$ cat src/rtl/mul_sequencer_pkg.sv
// Shared types and operand-signedness helpers for the multi-cycle multiplier.
package mul_sequencer_pkg;

  typedef enum logic [1:0] {
    MUL    = 2'b00,
    MULH   = 2'b01,
    MULHSU = 2'b10,
    MULHU  = 2'b11
  } mul_op_t;

  typedef enum logic [1:0] {
    IDLE,
    BUSY,
    DONE
  } mul_state_t;

  // rs1 is treated as signed for MULH and MULHSU
  function automatic logic rs1_signed(input mul_op_t op);
    return (op == MULH) || (op == MULHSU);
  endfunction

  // rs2 is treated as signed for MULH only
  function automatic logic rs2_signed(input mul_op_t op);
    return (op == MULH);
  endfunction

  // Radix-4 Booth digit for the bit triple {y[2i+1], y[2i], y[2i-1]}
  function automatic int booth_digit(input logic [2:0] t);
    case (t)
      3'b001, 3'b010: return 1;
      3'b011:         return 2;
      3'b100:         return -2;
      3'b101, 3'b110: return -1;
      default:        return 0;
    endcase
  endfunction

endpackage

$ cat src/rtl/mul_sequencer_booth_step.sv
// One partial-product step: a times a C-bit multiplier chunk, shifted into
// place by index*C. The chunk is unsigned except for the most significant
// one (LAST), which carries the sign of the extended multiplier.
module booth_step
  import mul_sequencer_pkg::*;
#(
  parameter int XLEN = 32,
  parameter int C    = 9,
  parameter int J    = 2,
  parameter bit LAST = 1'b0
) (
  input  logic [XLEN:0]     a,
  input  logic [C-1:0]      chunk,
  input  logic [J-1:0]      index,
  output logic [2*XLEN+1:0] product
);

  localparam int AW = 2 * XLEN + 2;
  // Chunk plus one extension bit, rounded up to an even Booth width
  localparam int W  = ((C + 2) / 2) * 2;

  logic [C:0]    chunk_x;
  logic [W:0]    y;
  logic [AW-1:0] a_x;
  logic [AW-1:0] sum;

  assign chunk_x = LAST ? {chunk[C-1], chunk} : {1'b0, chunk};
  assign y       = {W'($signed(chunk_x)), 1'b0};
  assign a_x     = AW'($signed(a));

  // Accumulate the recoded radix-4 digits of the chunk times a
  always_comb begin
    sum = '0;
    for (int unsigned i = 0; i < W / 2; i++) begin
      case (booth_digit(y[2*i +: 3]))
        1:       sum = sum + (a_x << (2 * i));
        2:       sum = sum + (a_x << (2 * i + 1));
        -1:      sum = sum - (a_x << (2 * i));
        -2:      sum = sum - (a_x << (2 * i + 1));
        default: sum = sum;
      endcase
    end
  end

  assign product = sum << (32'(index) * C);

endmodule

$ cat src/rtl/mul_sequencer.sv
// Multi-cycle RV32M multiply sequencer: accepts one request, runs K
// partial-product iterations into a wide accumulator, then presents the
// selected half of the product until the consumer takes it.
module mul_sequencer
  import mul_sequencer_pkg::*;
#(
  parameter  int XLEN = 32,
  parameter  int K    = 4,
  localparam int J    = (K > 2) ? $clog2(K) : 1
) (
  input  logic            i_clk,
  input  logic            i_rst,
  input  logic            i_flush,
  input  logic            i_valid,
  output logic            o_ready,
  input  mul_op_t         i_op,
  input  logic [XLEN-1:0] i_rs1,
  input  logic [XLEN-1:0] i_rs2,
  output logic            o_valid,
  input  logic            i_ready,
  output logic [XLEN-1:0] o_result,
  output logic            o_busy,
  output logic [J-1:0]    o_index
);

  localparam int C  = (XLEN + K) / K;   // ceil((XLEN+1)/K)
  localparam int KC = K * C;
  localparam int AW = 2 * XLEN + 2;

  if ((K < 1) || (K > XLEN + 1)) begin : g_bad_k
    $error("mul_sequencer: K must be in 1..XLEN+1");
  end

  mul_state_t    state_q, state_d;
  mul_op_t       op_q;
  logic [XLEN:0] a_q, b_q;
  logic [AW-1:0] acc_q;
  logic [J-1:0]  index_q;
  logic          last;
  logic [KC-1:0] b_ext;
  logic [C-1:0]  chunk;
  logic [AW-1:0] pp_mid, pp_last, pp;
  logic          unused_acc_hi;

  assign last  = (index_q == J'(K - 1));
  assign b_ext = KC'($signed(b_q));
  assign chunk = b_ext[index_q * C +: C];

  booth_step #(.XLEN(XLEN), .C(C), .J(J), .LAST(1'b0)) u_step_mid (
    .a      (a_q),
    .chunk  (chunk),
    .index  (index_q),
    .product(pp_mid)
  );

  booth_step #(.XLEN(XLEN), .C(C), .J(J), .LAST(1'b1)) u_step_last (
    .a      (a_q),
    .chunk  (chunk),
    .index  (index_q),
    .product(pp_last)
  );

  assign pp = last ? pp_last : pp_mid;

  // Next-state: flush forces IDLE from any state
  always_comb begin
    state_d = state_q;
    case (state_q)
      IDLE:    if (i_valid) state_d = BUSY;
      BUSY:    if (last)    state_d = DONE;
      DONE:    if (i_ready) state_d = IDLE;
      default: state_d = IDLE;
    endcase
    if (i_flush) state_d = IDLE;
  end

  // State, operand capture, iteration counter and accumulator
  always_ff @(posedge i_clk) begin
    if (i_rst) begin
      state_q <= IDLE;
      op_q    <= MUL;
      a_q     <= '0;
      b_q     <= '0;
      acc_q   <= '0;
      index_q <= '0;
    end else begin
      state_q <= state_d;
      if (i_flush) begin
        index_q <= '0;
      end else begin
        case (state_q)
          IDLE: begin
            if (i_valid) begin
              op_q    <= i_op;
              a_q     <= {rs1_signed(i_op) & i_rs1[XLEN-1], i_rs1};
              b_q     <= {rs2_signed(i_op) & i_rs2[XLEN-1], i_rs2};
              acc_q   <= '0;
              index_q <= '0;
            end
          end
          BUSY: begin
            acc_q   <= acc_q + pp;
            index_q <= last ? '0 : index_q + 1'b1;
          end
          default: ;
        endcase
      end
    end
  end

  // Result select, driven only while the result is being offered
  always_comb begin
    o_result = '0;
    if (state_q == DONE)
      o_result = (op_q == MUL) ? acc_q[XLEN-1:0] : acc_q[2*XLEN-1:XLEN];
  end

  assign o_ready = (state_q == IDLE);
  assign o_valid = (state_q == DONE);
  assign o_busy  = (state_q != IDLE);
  assign o_index = index_q;

  assign unused_acc_hi = ^acc_q[AW-1:2*XLEN];

endmodule

$ cat config.mk
export PLATFORM = sky130hd
export DESIGN_NAME = mul_sequencer
export DESIGN_NICKNAME = d
export VERILOG_FILES = /design/src/rtl/mul_sequencer_pkg.sv /design/src/rtl/mul_sequencer_booth_step.sv /design/src/rtl/mul_sequencer.sv
export SDC_FILE = /design/constraint.sdc
export NUM_CORES = 2
export LEC_CHECK = 0
export CORE_ASPECT_RATIO = 1.2
export CORE_MARGIN = 2
export CORE_UTILIZATION = 42
export DETAILED_ROUTE_END_ITERATION = 12
export GPL_TIMING_DRIVEN = 0
export PLACE_DENSITY = 0.55
export SLEW_MARGIN = 10
export SYNTH_ARGS = -nofsm -noshare
export SYNTH_HDL_FRONTEND = slang
export SYNTH_SLANG_ARGS = --single-unit
export TNS_END_PERCENT = 5
$ cat constraint.sdc
create_clock -name i_clk -period 20.8 [get_ports i_clk]
set_input_delay 4.16 -clock i_clk [delete_from_list [all_inputs] [get_ports i_clk]]
set_output_delay 4.16 -clock i_clk [all_outputs]
set_load 0.01 [all_outputs]
# ---- After elaboration in Yosys (flattened, before gate mapping)
# Cells that the tools add are included.
dict set report word_totals {
  ff_bits 138
  in_bits 71
}
dict set report classes {
  n_bitwise 3
  n_mux 24
  n_eq_ne 62
  shifts 3
  multipliers 1
  n_reduce_logical 19
  n_addsub 20
}
# cell count
set ops {}
lappend ops {{$pmux 66 s4} 6}
lappend ops {{$add 66x66->66} 9}
lappend ops {{$sub 66x66->66} 8}
lappend ops {{$pmux 32 s4} 4}
lappend ops {{$eq 32x32->1 const B} 10}
lappend ops {{$eq 32x1->1 const B} 5}
lappend ops {{$eq 32x2->1 const B} 5}
lappend ops {{$mux 66} 2}
lappend ops {{$pmux 66 s2} 1}
lappend ops {{$shl 66x6->66} 2}
lappend ops {{$pmux 32 s3} 1}
lappend ops {{$eq 2x32->1 const B} 2}
lappend ops {{$mux 32} 2}
lappend ops {{$eq 3x3->1 const B} 12}
lappend ops {{$shiftx 36x7->9} 1}
lappend ops {{$sub 1x34->35 const A} 1}
lappend ops {{$sub 1x33->34 const A} 1}
lappend ops {{$eq 3x2->1 const B} 8}
lappend ops {{$reduce_or 2->1} 10}
lappend ops {{$eq 2x2->1 const B} 8}
lappend ops {{$eq 3x1->1 const B} 4}
lappend ops {{$eq 2x1->1 const B} 5}
lappend ops {{$mux 2} 5}
lappend ops {{$reduce_and 3->1} 3}
lappend ops {{other kinds (12)} 17}

# ---- Logic depth before layout (Yosys ltp)
dict set report depth {
  ltp_word 18
  mapped_depth 86
}

# ---- Hierarchy
# A second synthesis with hierarchy kept.
dict set report unflattened {
  cells_unflattened 11406
  area_unflattened_um2 76362.0
}
# module cells_per_inst instances area_per_inst_um2
set by_module_without_submodules {}
lappend by_module_without_submodules {{booth_step (u_step_mid)} 5618 1 36812.8}
lappend by_module_without_submodules {{booth_step (u_step_last)} 4511 1 29668.5}
lappend by_module_without_submodules {mul_sequencer 1277 1 9880.7}

# ---- Worst setup path before layout
# OpenSTA, ideal clock, no wires.
dict set report synth_path {
  path_type {reg2reg}
  startpoint {reg index_q[1] (netlist: o_index[1])}
  endpoint {reg acc_q[63]}
  n_path_buf 6
  setup_ps 123
  synth_period_minus_slack_ps 15636
  t_arrival_ps 15513
  path_stages_with_launch 84
  path_slack_ps 5164
  path_cell_list {dfxtp_1 > buf_2 > buf_1 > buf_1 > mux4_2 > inv_1 > ha_1 > or2_2 > and2_1 > clkbuf_1 > buf_1 > nor2_1 > xnor2_1 > ha_1 > a21o_1 > a41oi_1 > a2bb2oi_1 > a21oi_1 > (+48 left out) > mux2_2 > nor2_1 > a21oi_1 > ha_1 > nand4_1 > o21ai_0 > nor3_1 > a211oi_1 > o311a_1 > o21a_1 > o21a_1 > or3_1 > and3_1 > a221oi_1 > o21ai_0 > xor2_1 > a21oi_1 > o22ai_1}
}
dict set report synth_via {
  elab_chain_cells 18
  elab_cells_between_ends 99
  cone_classes {add/sub: 17; mul: 1; eq/ne: 55; shift: 3; mux: 14; reduce/logical: 9}
}
# element line
set synth_lines {}
lappend synth_lines {{start, declared} mul_sequencer.sv:38} ;# logic [J-1:0] index_q;
lappend synth_lines {{start signal, assigned} mul_sequencer.sv:103} ;# index_q <= last ? '0 : index_q + 1'b1;
lappend synth_lines {{$mul 2x4->6} {mul_sequencer_booth_step.sv:45, mul_sequencer.sv:47}}
lappend synth_lines {{$shiftx 36x7->9} mul_sequencer.sv:47} ;# assign chunk = b_ext[index_q * C +: C];
lappend synth_lines {{$eq 2x2->1 / $eq 2x1->1 (equally long branches)} mul_sequencer_pkg.sv:29} ;# case (t)
lappend synth_lines {{$pmux 32 s3} mul_sequencer_pkg.sv:29}
lappend synth_lines {{$eq 32x32->1, or another cell as far along} mul_sequencer_booth_step.sv:35} ;# case (booth_digit(y[2*i +: 3]))
lappend synth_lines {{$pmux 66 s4} mul_sequencer_booth_step.sv:35}
lappend synth_lines {{$sub 66x66->66, or another cell as far along} mul_sequencer_booth_step.sv:39} ;# -2: sum = sum - (a_x << (2 * i + 1));
lappend synth_lines {{$pmux 66 s4} mul_sequencer_booth_step.sv:35}
lappend synth_lines {{(+2 left out)} n/a}
lappend synth_lines {{$sub 66x66->66, or another cell as far along} mul_sequencer_booth_step.sv:39}
lappend synth_lines {{$pmux 66 s4} mul_sequencer_booth_step.sv:35}
lappend synth_lines {{$sub 66x66->66, or another cell as far along} mul_sequencer_booth_step.sv:39}
lappend synth_lines {{$pmux 66 s4} mul_sequencer_booth_step.sv:35}
lappend synth_lines {{$shl 66x6->66} mul_sequencer_booth_step.sv:45} ;# assign product = sum << (32'(index) * C);
lappend synth_lines {{$mux 66 *} mul_sequencer.sv:63} ;# assign pp = last ? pp_last : pp_mid;
lappend synth_lines {{$add 66x66->66 *} mul_sequencer.sv:102} ;# acc_q <= acc_q + pp;
lappend synth_lines {{$pmux 66 s2 *} mul_sequencer.sv:91} ;# case (state_q)
lappend synth_lines {{end signal, assigned} mul_sequencer.sv:102}
lappend synth_lines {{end, declared} mul_sequencer.sv:37} ;# logic [AW-1:0] acc_q;
# Mark *: on every way between the ends. The rest lies on a longest branch, timed or not.
# A chain may end at the register's enable or synchronous reset.

# ---- Final worst setup path
dict set report layout_path {
  startpoint {reg index_q[0] (netlist: o_index[0])}
  endpoint {reg acc_q[62]}
}
# The elaborated chain is that of the path after synthesis.

==> reports/qor.yml <==
clocking:
  path_clk_slew_ps: 70
  h-tree-depth: 4
  cts_buffers: 17
  clockBufferDepth: 2
  cts.sinks: 136
  clockRootBuffer: "clkbuf_16"
  hold_buffers: 0
  clk_latency_ps: 500
  cts_tree: "built"
cells_and_area:
  layout_common_cells: "a21oi_1, nor2_1, nand2_1, ha_1, xnor2_1"
  finalInstanceArea_um2: 49700
  postLayoutCoreUtil: 0.461
  layout_commonest_cell: "a21oi_1"
  area_delta_synth_final_pct: 8.88
  finish.net_count: 7473
  multi_input_area_um2: 40900
  layout.cells.non_filler: 8207
  drive_gt1_frac: 0.0357
  fill_cells: 11600
  regArea_um2: 2720
drt:
  drt_iter0_drc: 4656
  ant_nets: 0
  dr.pass1.iters: 6
  via_count: 52200
  wl_per_cell_um: 28.0
  via_per_inst: 6.37
  drc: 0
  routed_wl_um: 230000
floorplan:
  dieArea_um2: 111000
  die_w_um: 305
  die_y_um: 365
  core_um2: 108000
  rows: 132
  io_pins: 108
  initial_utilization: 0.423
hold_path:
  holdPathStages: 2
  hold_path_class: "flip-flop to flip-flop"
  min_from: "b_q[24]"
  min_to: "b_q[24]"
timing:
  relSlewSlack: 0.0844
  setup_viol: 0
  worst_clock_skew_ps: 19.5
  finalCriticalPeriod_ps: 20110
  slew_violations: 0
  hold_viol: 0
  max_freq_mhz: 49.7
  post-route-period-util: 0.967
  worst_pin_slew_ps: 1370
synthesis:
  yosysWarnings: 0
  synth_cell_type_count: 101
  netlist_area_um2: 45600
  syn_avg_cell_area_um2: 6.86
  ys_ff_latch: 136
  synth_edf_count: 0
  synthFlopType: "dfxtp_1"
  yosysSeqAreaShare: 0.0597
  syn_inst: 6654
  syn_nets: 7342
  async_flop_share: 0
placement:
  dp_hpwl_um: 194000
  finalWeightedCongestion: 1.05
  place_area_um2: 48700
  portBuffers: 106
  placedCellCount: 8179
critical_path:
  cp_data_arrival_time_ps: 20490
  cp_top_family: "compound AO/OA/AOI/OAI gates"
  crit_path_end_kind: "flip-flop"
  cp.depth: 73
  startpoint_type: "flip-flop"
  timing.critical_path.buf_inv: 5
  crit_path_top_delay_cell: "clkbuf_1"
  cp_max_fo: 10
  crit_required_ps: 21180
  crit_type: "flip-flop to flip-flop"
  cp_slowest_stage_delay_ps: 990
  reg2reg_depth: 73
  crit_top_cell: "a21oi_1"
  r2r-end: "acc_q[62]"
  r2r_slack_ps: 690
  r2r_start: "o_index[0]"
global_routing:
  grt_max_degree: 29
  antenna_found_initial: 4
  grt-ovfl-total: 0
  grt_pass1_wl_um: 330000
  grt_pass1_vias: 50000
  grt.total_usage: 0.397
outcome:
  status: "complete, no violations"
power:
  irDropWorstVdd_v: 0.0000757
  power.total_mw: 4.07
  power_leakage_nw: 22.2
  p_per_area_nw_per_um2: 81.9
flow_run:
  cap_violations: 0
-- logic make-up (layout without fill, tap and decap cells) --
family | count (synthesis) | in the layout | synth area share
compound gates | 2493 | 2493 | 0.358
xor+xnor | 711 | 711 | 0.137
fa+ha+maj | 617 | 617 | 0.171
buf+inv | 639 | 783 | 0.0529
flops | 136 | 136 | 0.0597
mux | 112 | 112 | 0.0272
other cells | 0 | 2 | 0
simple gates | 1946 | 1946 | 0.194
-- worst min-delay path: stages, from the launching register on --
cell     delay (ps)
dfxtp_1         310
nand2_1          50
a21oi_1          50
-- repair_timing --
action | 4_1_cts | 5_1_grt
pin swaps | 0 | 1
buffers inserted | 0 | 0
resized for setup | 21 | 80
gates cloned | 0 | 0
setup endpoints to repair | 14 | 16
-- registers in the layout, indices dropped and copies added (netlist names) --
| name | flops |
|---|---|
| o_index | 2 |
| b_q | 33 |
| op_q | 2 |
| a_q | 33 |
| state_q | 2 |
| acc_q | 64 |
-- Yosys cell counts, types with 27 or more instances --
library cell	n	area (um2)
o31ai_1	43	323
o221ai_1	78	683
a211oi_1	68	510
and2_1	41	257
nor2b_1	61	382
or3_1	29	181
a221oi_1	76	666
a31oi_1	58	363
o22ai_1	58	363
o211ai_1	41	308
nor3_1	111	556
buf_1	45	169
xor2_1	141	1230
inv_1	263	987
a221o_1	64	641
a21oi_1	797	3990
a21o_1	254	1910
and3_1	55	344
nand2_1	606	2270
nand2b_1	90	563
o21a_1	70	526
a22oi_1	104	781
or2_2	27	169
o21ai_0	384	1920
nand4_1	54	338
xnor2_1	568	4970
o21bai_1	138	1040
mux2i_1	90	901
nand3_1	103	515
dfxtp_1	136	2720
clkbuf_1	306	1150
ha_1	607	7590
a21boi_0	40	300
nor4_1	34	213
nor2_1	670	2510
-- routing by layer --
layer / up-vias / GRT usage / wire (um)
met3: 650 / 0.0475 / 13500
met2: 2128 / 0.674 / 104000
met1: 24800 / 0.454 / 90000
met5: - / 0 / 13
met4: 2 / 0.314 / 21800
li1: 24700 / - / -
-- worst max-delay path by stage --
stage                 to  slack [ps]       start
2_1_floorplan  acc_q[63]        5160  o_index[1]
4_1_cts        acc_q[63]         140  o_index[1]
5_1_grt        acc_q[63]          -4  o_index[1]
3_5_place_dp   acc_q[63]       -1350  o_index[0]
3_3_place_gp   acc_q[63]       -2500  o_index[0]
6_report       acc_q[62]         690  o_index[0]
-- cell type report --
| type | instances | area share |
|---|---|---|
| inverter | 277 | 0.0210 |
| timing repair buffer | 118 | 0.0252 |
| clock buffer | 17 | 0.00856 |
| tap | 1407 | 0.0354 |
| buffer | 356 | 0.0280 |
| multi-input combinational | 5879 | 0.823 |
| antenna | 2 | 0.000101 |
| clock inverter | 15 | 0.00418 |
| sequential | 136 | 0.0548 |
-- stage by stage --
stage / setup slack (ps) / TNS [ps] / hold slack (ps)
6_report: 687 / 0 / 459
5_1_grt: -3.80 / -3.80 / 476
4_1_cts: 141 / 0 / 457
3_5_place_dp: -1350 / -10270 / 448
3_3_place_gp: -2500 / -22020 / 442
2_1_floorplan: 5160 / 0 / 433
-- power breakdown --
part	total, mW	leakage (nW)	internal, mW	switching (mW)
logic	3.43	20.8	1.21	2.22
registers	0.282	1.10	0.270	0.0121
clock network	0.358	0.304	0.194	0.164
(Power assumes the default switching activity.)
